## config.mk

```make
export PLATFORM = sky130hd
export DESIGN_NAME = pc_fetch_sequencer
export DESIGN_NICKNAME = d
export VERILOG_FILES = /design/src/rtl/pc_fetch_sequencer.sv
export SDC_FILE = /design/constraint.sdc
export NUM_CORES = 1
export LEC_CHECK = 0
export ABC_AREA = 1
export CAP_MARGIN = 10
export CORE_UTILIZATION = 46
export CTS_CLUSTER_SIZE = 30
export DETAILED_ROUTE_END_ITERATION = 7
export GPL_TIMING_DRIVEN = 0
export PLACE_DENSITY = 0.83
export SLEW_MARGIN = 0
export SYNTH_ARGS = -nofsm -noshare
export SYNTH_HDL_FRONTEND = slang
export SYNTH_SLANG_ARGS = --single-unit
```

## constraint.sdc

```tcl
create_clock -name clk -period 3.95 [get_ports clk]
set_input_delay 0.5925 -clock clk [delete_from_list [all_inputs] [get_ports clk]]
set_output_delay 0.5925 -clock clk [all_outputs]
set_load 0.1 [all_outputs]
```

## src/rtl/pc_fetch_sequencer.sv

```systemverilog
// Program-counter and instruction-fetch sequencer: owns the architectural PC,
// issues fetches to instruction memory and presents one instruction at a time.
module pc_fetch_sequencer #(
   parameter int unsigned     XLEN     = 64,
   parameter logic [XLEN-1:0] RESET_PC = 64'h0,
   parameter int unsigned     ILEN     = 32
) (
   input  logic            clk,
   input  logic            reset,
   input  logic [XLEN-1:0] branchTarget,
   input  logic            branchTaken,
   input  logic            stall,
   input  logic            haltReq,
   output logic            imemReq,
   output logic [XLEN-1:0] imemAddr,
   input  logic            imemReady,
   input  logic [ILEN-1:0] imemData,
   output logic            instrValid,
   output logic [ILEN-1:0] instrOut,
   output logic [XLEN-1:0] PC,
   output logic            halted,
   output logic            fault
);

   typedef enum logic [2:0] {
      BOOT  = 3'd0,
      REQ   = 3'd1,
      WAIT  = 3'd2,
      ISSUE = 3'd3,
      HALT  = 3'd4,
      FAULT = 3'd5
   } state_t;

   localparam logic [XLEN-1:0] PC_STEP = XLEN'(64'd4);

   state_t          state_r;
   logic [XLEN-1:0] pc_r;
   logic [ILEN-1:0] instr_r;
   logic            req_r;
   logic            valid_r;
   logic            halted_r;
   logic            fault_r;
   logic            misaligned_s;

   assign misaligned_s = (branchTarget[1:0] != 2'b00);

   // Fetch FSM; every status output is a register updated with the state.
   always_ff @(posedge clk or posedge reset) begin
      if (reset) begin
         state_r  <= BOOT;
         pc_r     <= RESET_PC;
         instr_r  <= '0;
         req_r    <= 1'b0;
         valid_r  <= 1'b0;
         halted_r <= 1'b0;
         fault_r  <= 1'b0;
      end else begin
         case (state_r)
            BOOT: begin
               state_r <= REQ;
               req_r   <= 1'b1;
            end
            REQ, WAIT: begin
               if (imemReady) begin
                  instr_r <= imemData;
                  req_r   <= 1'b0;
                  valid_r <= 1'b1;
                  state_r <= ISSUE;
               end else begin
                  state_r <= WAIT;
               end
            end
            ISSUE: begin
               if (stall) begin
                  state_r <= ISSUE;
               end else if (haltReq) begin
                  valid_r  <= 1'b0;
                  halted_r <= 1'b1;
                  state_r  <= HALT;
               end else if (branchTaken && misaligned_s) begin
                  valid_r <= 1'b0;
                  fault_r <= 1'b1;
                  state_r <= FAULT;
               end else if (branchTaken) begin
                  pc_r    <= branchTarget;
                  valid_r <= 1'b0;
                  req_r   <= 1'b1;
                  state_r <= REQ;
               end else begin
                  // Unsigned add wraps naturally at 2^XLEN.
                  pc_r    <= pc_r + PC_STEP;
                  valid_r <= 1'b0;
                  req_r   <= 1'b1;
                  state_r <= REQ;
               end
            end
            HALT: begin
               state_r <= HALT;
            end
            FAULT: begin
               state_r <= FAULT;
            end
            default: begin
               state_r  <= BOOT;
               req_r    <= 1'b0;
               valid_r  <= 1'b0;
               halted_r <= 1'b0;
               fault_r  <= 1'b0;
            end
         endcase
      end
   end

   assign PC         = pc_r;
   assign imemAddr   = pc_r;
   assign imemReq    = req_r;
   assign instrValid = valid_r;
   assign instrOut   = instr_r;
   assign halted     = halted_r;
   assign fault      = fault_r;

endmodule

```

Word-level counts from Yosys, hierarchy flattened
Cells that the tools add are included.
{"block": "classes", "addsub": 1, "eq_ne": 11, "n_mux": 21, "bitwise_logic": 6, "n_reduce_logical": 13}
{"operator": "$add A64 B3 Y64 const B", "n": 1}
{"operator": "$mux W64", "n": 1}
{"operator": "$pmux W3 S5", "n": 1}
{"operator": "$mux W1", "n": 12}
{"operator": "$ne A2 B2 Y1 const B", "n": 6}
{"operator": "$mux W3", "n": 3}
{"operator": "$reduce_and A4 Y1", "n": 2}
{"operator": "$eq A3 B2 Y1 const B", "n": 2}
{"operator": "$eq A3 B3 Y1 const B", "n": 2}
{"operator": "$not A1 Y1", "n": 6}
{"operator": "$reduce_and A3 Y1", "n": 2}
{"operator": "$reduce_and A5 Y1", "n": 1}
{"operator": "$reduce_or A5 Y1", "n": 1}
{"operator": "$pmux W1 S2", "n": 2}
{"operator": "$pmux W1 S4", "n": 1}
{"operator": "$reduce_or A2 Y1", "n": 2}
{"operator": "$eq A3 B1 Y1 const B", "n": 1}
{"operator": "$logic_not A3 Y1", "n": 1}
{"operator": "$pmux W1 S3", "n": 1}
{"operator": "$reduce_or A3 Y1", "n": 1}
{"operator": "$reduce_and A2 Y1", "n": 1}
{"operator": "$reduce_bool A2 Y1", "n": 1}
{"operator": "$logic_and A1 B1 Y1", "n": 1}
{"block": "totals", "register_bits": 103, "input_bits": 102, "output_inout_bits": 164, "wordCells": 59}

Longest topological paths before layout
{"block": "logic_depth", "depth_word": 6, "mapped_depth": 12, "ltp_nobuf": 12}

Least setup slack after synthesis
Ideal clock, no wire load.
{"block": "synth_path", "path_kind": "register to register", "start": "register pc_r[3], in the netlist PC[3]", "end": "register pc_r[54], in the netlist PC[54]", "setup_ps": 120, "t_arrival_ps": 2259, "t_required_ps": 3830, "slack_ps": 1571, "path_stages_with_launch": 11, "path_buffers": 0, "period_less_slack_ps": 2379, "path_cell_list": "dfrtp_1 -> ha_1 -> nand2_1 -> nor2_2 -> nand2_2 -> nor2_4 -> nand2_2 -> o21ai_1 -> nand3_1 -> nand2_1 -> nand2_1"}
{"block": "synth_between", "elab_chain_len": 2}
{"item": "from (decl)", "line": "37", "source": "logic [XLEN-1:0] pc_r;"}
{"item": "from (signal assigned)", "line": "85", "source": "pc_r <= branchTarget;"}
{"item": "from (signal assigned)", "line": "91", "source": "pc_r <= pc_r + PC_STEP;"}
{"item": "$add A64 B3 Y64", "line": "91"}
{"item": "$mux W64", "line": "84", "source": "end else if (branchTaken) begin"}
No other way between the ends.
A chain may end at the register's enable or synchronous reset.

Worst setup path in the final report
{"block": "layout_path", "start": "register pc_r[31], in the netlist PC[31]", "end": "output imemAddr[31]"}
{"item": "to (decl)", "line": "15", "source": "output logic [XLEN-1:0] imemAddr,"}
No word-level cell between the ends.

==> impl_metrics.json <==
{
  "worstPathArrival_ns": 2.23,
  "core.rowCount": 45,
  "grt_pass1_wl_mm": 39.6,
  "end_kind": "output pin",
  "rrSetupSlack_ns": 1.81,
  "wl_per_cell_um": 16.2,
  "yosysUniqueCellTypes": 35,
  "dpl.hpwl_mm": 20.0,
  "syn-cell-area_um2": 7190,
  "grt_max_degree": 56,
  "gp_congestion": 1.03,
  "postCtsSetupBuffers": 0,
  "seq_area_frac_synth_pct": 35.8,
  "start_util_pct": 47.1,
  "drt-pass1-iter-count": 5,
  "overflow": 0,
  "crit_type": "reg -> out",
  "crit_fanout": 6,
  "finalMaxSlewViolations": 0,
  "cp-startpoint": "PC[31]",
  "drt_wl_total_mm": 25.6,
  "pre_cts_slack_ns": 1.56,
  "timing.rr.start": "PC[25]",
  "ys_warn_count": 0,
  "synth_edf_count": 0,
  "avgSynthCellArea_um2": 6.65,
  "ctsResizeCount": 0,
  "drt_first_iter_violations": 674,
  "min_period_ns": 2.82,
  "fin_skew_ns": 0.0140,
  "critPathLaunchType": "flop",
  "critical_path_required_ns": 3.36,
  "synthCells": 1082,
  "coreArea_um2": 15300,
  "fp.dieW_um": 127,
  "die_area_um2": 16100,
  "htreeDepth": 3,
  "die_height_um": 127,
  "r2r_cells": 9,
  "setup_violations": 0,
  "slew_headroom_pct": 30.8,
  "synth-seq-cells": 103,
  "final_antenna_net_count": 0,
  "cts-root-buf": "clkbuf_16",
  "outcome": "finished, final reports clean",
  "num_vias": 7995,
  "n_antenna_cell": 0,
  "async_reset_ff_share_pct": 100,
  "drive_gt1_share_pct": 11.2,
  "area.growth.synth_to_final_pct": 45.3,
  "clock_sinks": 103,
  "setup_slack_ns": 1.13,
  "drcViolationCount": 0,
  "holdCritPathClass": "reg -> reg",
  "clock.fmax_ghz": 0.354,
  "rsz0062_at_grt": "false",
  "fillerInstances": 1308,
  "hold_buffers": 0,
  "grt_use_total_pct": 32.2,
  "cts_buffers": 9,
  "hold_viol": 0,
  "fin_crit_sh_pct": 71.5,
  "antenna_found_initial": 0,
  "worstMarginPinSlew_ns": 1.03,
  "io_pins": 266,
  "clockBufferDepth": 2,
  "nets": 1461,
  "cts_tree": "built",
  "crit_end": "imemAddr[31]",
  "clock_latency_ns": 0.37,
  "grt_pass1_vias": 7493,
  "drv_cap": 0,
  "reg2reg_to": "PC[28]",
  "synth_ff_type": "dfrtp_1",
  "clk_pin_slew_ns": 0.09,
  "io_buffers": 264,
  "via_per_inst": 5.08,
  "synth_nets": 1185
}
-- worst min path at each step --
stage,startpoint,to,slack (ns),cells after the start
floorplan,state_r[1],fault,0.57,3
global placement,instrOut[19],instrOut[19],0.49,1
detailed placement,instrValid,instrValid,0.48,2
CTS,instrValid,instrValid,0.51,2
global route,instrOut[23],instrOut[23],0.51,1
finish,instrValid,instrValid,0.50,2
-- cell usage in the layout, fill, tap and decap left out, types with 6 or more instances in the layout --
cell type and n:
o22ai_1 7, o21ai_1 23, mux2_2 32, nor2_1 190
clkdlybuf4s50_1 264, a21oi_1 31, dfrtp_1 103, o21ai_0 42
inv_1 116, clkbuf_1 11, nand4_1 8, buf_2 12
buf_4 64, nor2_4 6, nand2_1 318, clkbuf_16 9
nand2_2 7, nand3_1 71
-- synth_stat cells, types with 2 or more instances --
library cell	count	area share (%)
or2_2	2	0.17
xor2_1	4	0.49
o22ai_1	7	0.61
mux2_2	32	5.0
nor2_1	190	9.9
a31oi_1	2	0.17
buf_6	4	0.63
nand2_2	7	0.61
clkbuf_1	11	0.57
nand2_1	318	17
buf_2	12	0.84
buf_4	64	6.7
nor2_4	6	0.94
nand4_1	8	0.70
buf_1	3	0.16
nand3b_1	4	0.42
nor2_2	4	0.35
nand3_1	71	4.9
o21ai_1	23	1.6
nor3_1	4	0.28
inv_2	2	0.10
o21ai_0	42	2.9
a211oi_1	2	0.21
a21oi_1	31	2.2
inv_1	117	6.1
dfrtp_1	103	36
-- per-stage QoR --
| step | area (um2) | hold WS (ns) | util [%] | setup TNS, ns | instances |
|---|---|---|---|---|---|
| 2_1_floorplan | 7190 | 0.573 | - | 0 | 1082 |
| 3_3_place_gp | 10100 | 0.487 | 66.2 | -101.59 | 1557 |
| 3_5_place_dp | 10100 | 0.484 | 66.4 | 0 | 1558 |
| 4_1_cts | 10500 | 0.505 | 68.5 | 0 | 1574 |
| 5_1_grt | 10500 | 0.515 | 68.5 | 0 | 1574 |
| 6_report | 10500 | 0.499 | 68.5 | 0 | 1574 |
-- worst max-delay path, stage by stage (launching register included) --
cell	delay [ns]
dfrtp_1	0.56
buf_4	0.17
clkdlybuf4s50_1	1.12
-- flip-flops by register name (all words and copies together) (netlist names) --
| register | count |
|---|---|
| PC | 64 |
| instrOut | 32 |
| state_r | 3 |
| fault | 1 |
| halted | 1 |
| imemReq | 1 |
| instrValid | 1 |
-- metal layers --
layer,vias up,global-route usage [%],wire length [um]
met5,-,0,0
met4,0,11.6,784
met2,398,52.9,12000
li1,3880,-,-
met3,52,9.92,2560
met1,3665,39.9,10300
-- final cells by class --
| class | count | area [um2] | area share, % |
|---|---|---|---|
| Buffer | 94 | 638 | 6.11 |
| Clock buffer | 10 | 239 | 2.29 |
| Clock inverter | 6 | 83.8 | 0.802 |
| Inverter | 120 | 453 | 4.33 |
| Multi-Input combinational cell | 765 | 3530 | 33.7 |
| Sequential cell | 103 | 2580 | 24.7 |
| Tap cell | 211 | 264 | 2.53 |
| Timing Repair Buffer | 265 | 2670 | 25.5 |
-- cell families after synthesis --
family,synth area share [%]
AND/OR/NAND/NOR,35.2
AO/OA/AOI/OAI,8.12
buffers and inverters,15.1
flip-flops,35.8
XOR/XNOR,0.487
multiplexers,5.01
adder cells (fa/ha/maj),0.174
Power is not shown: default switching activity piles up to over one toggle a cycle in this logic, so the estimate is an artifact.
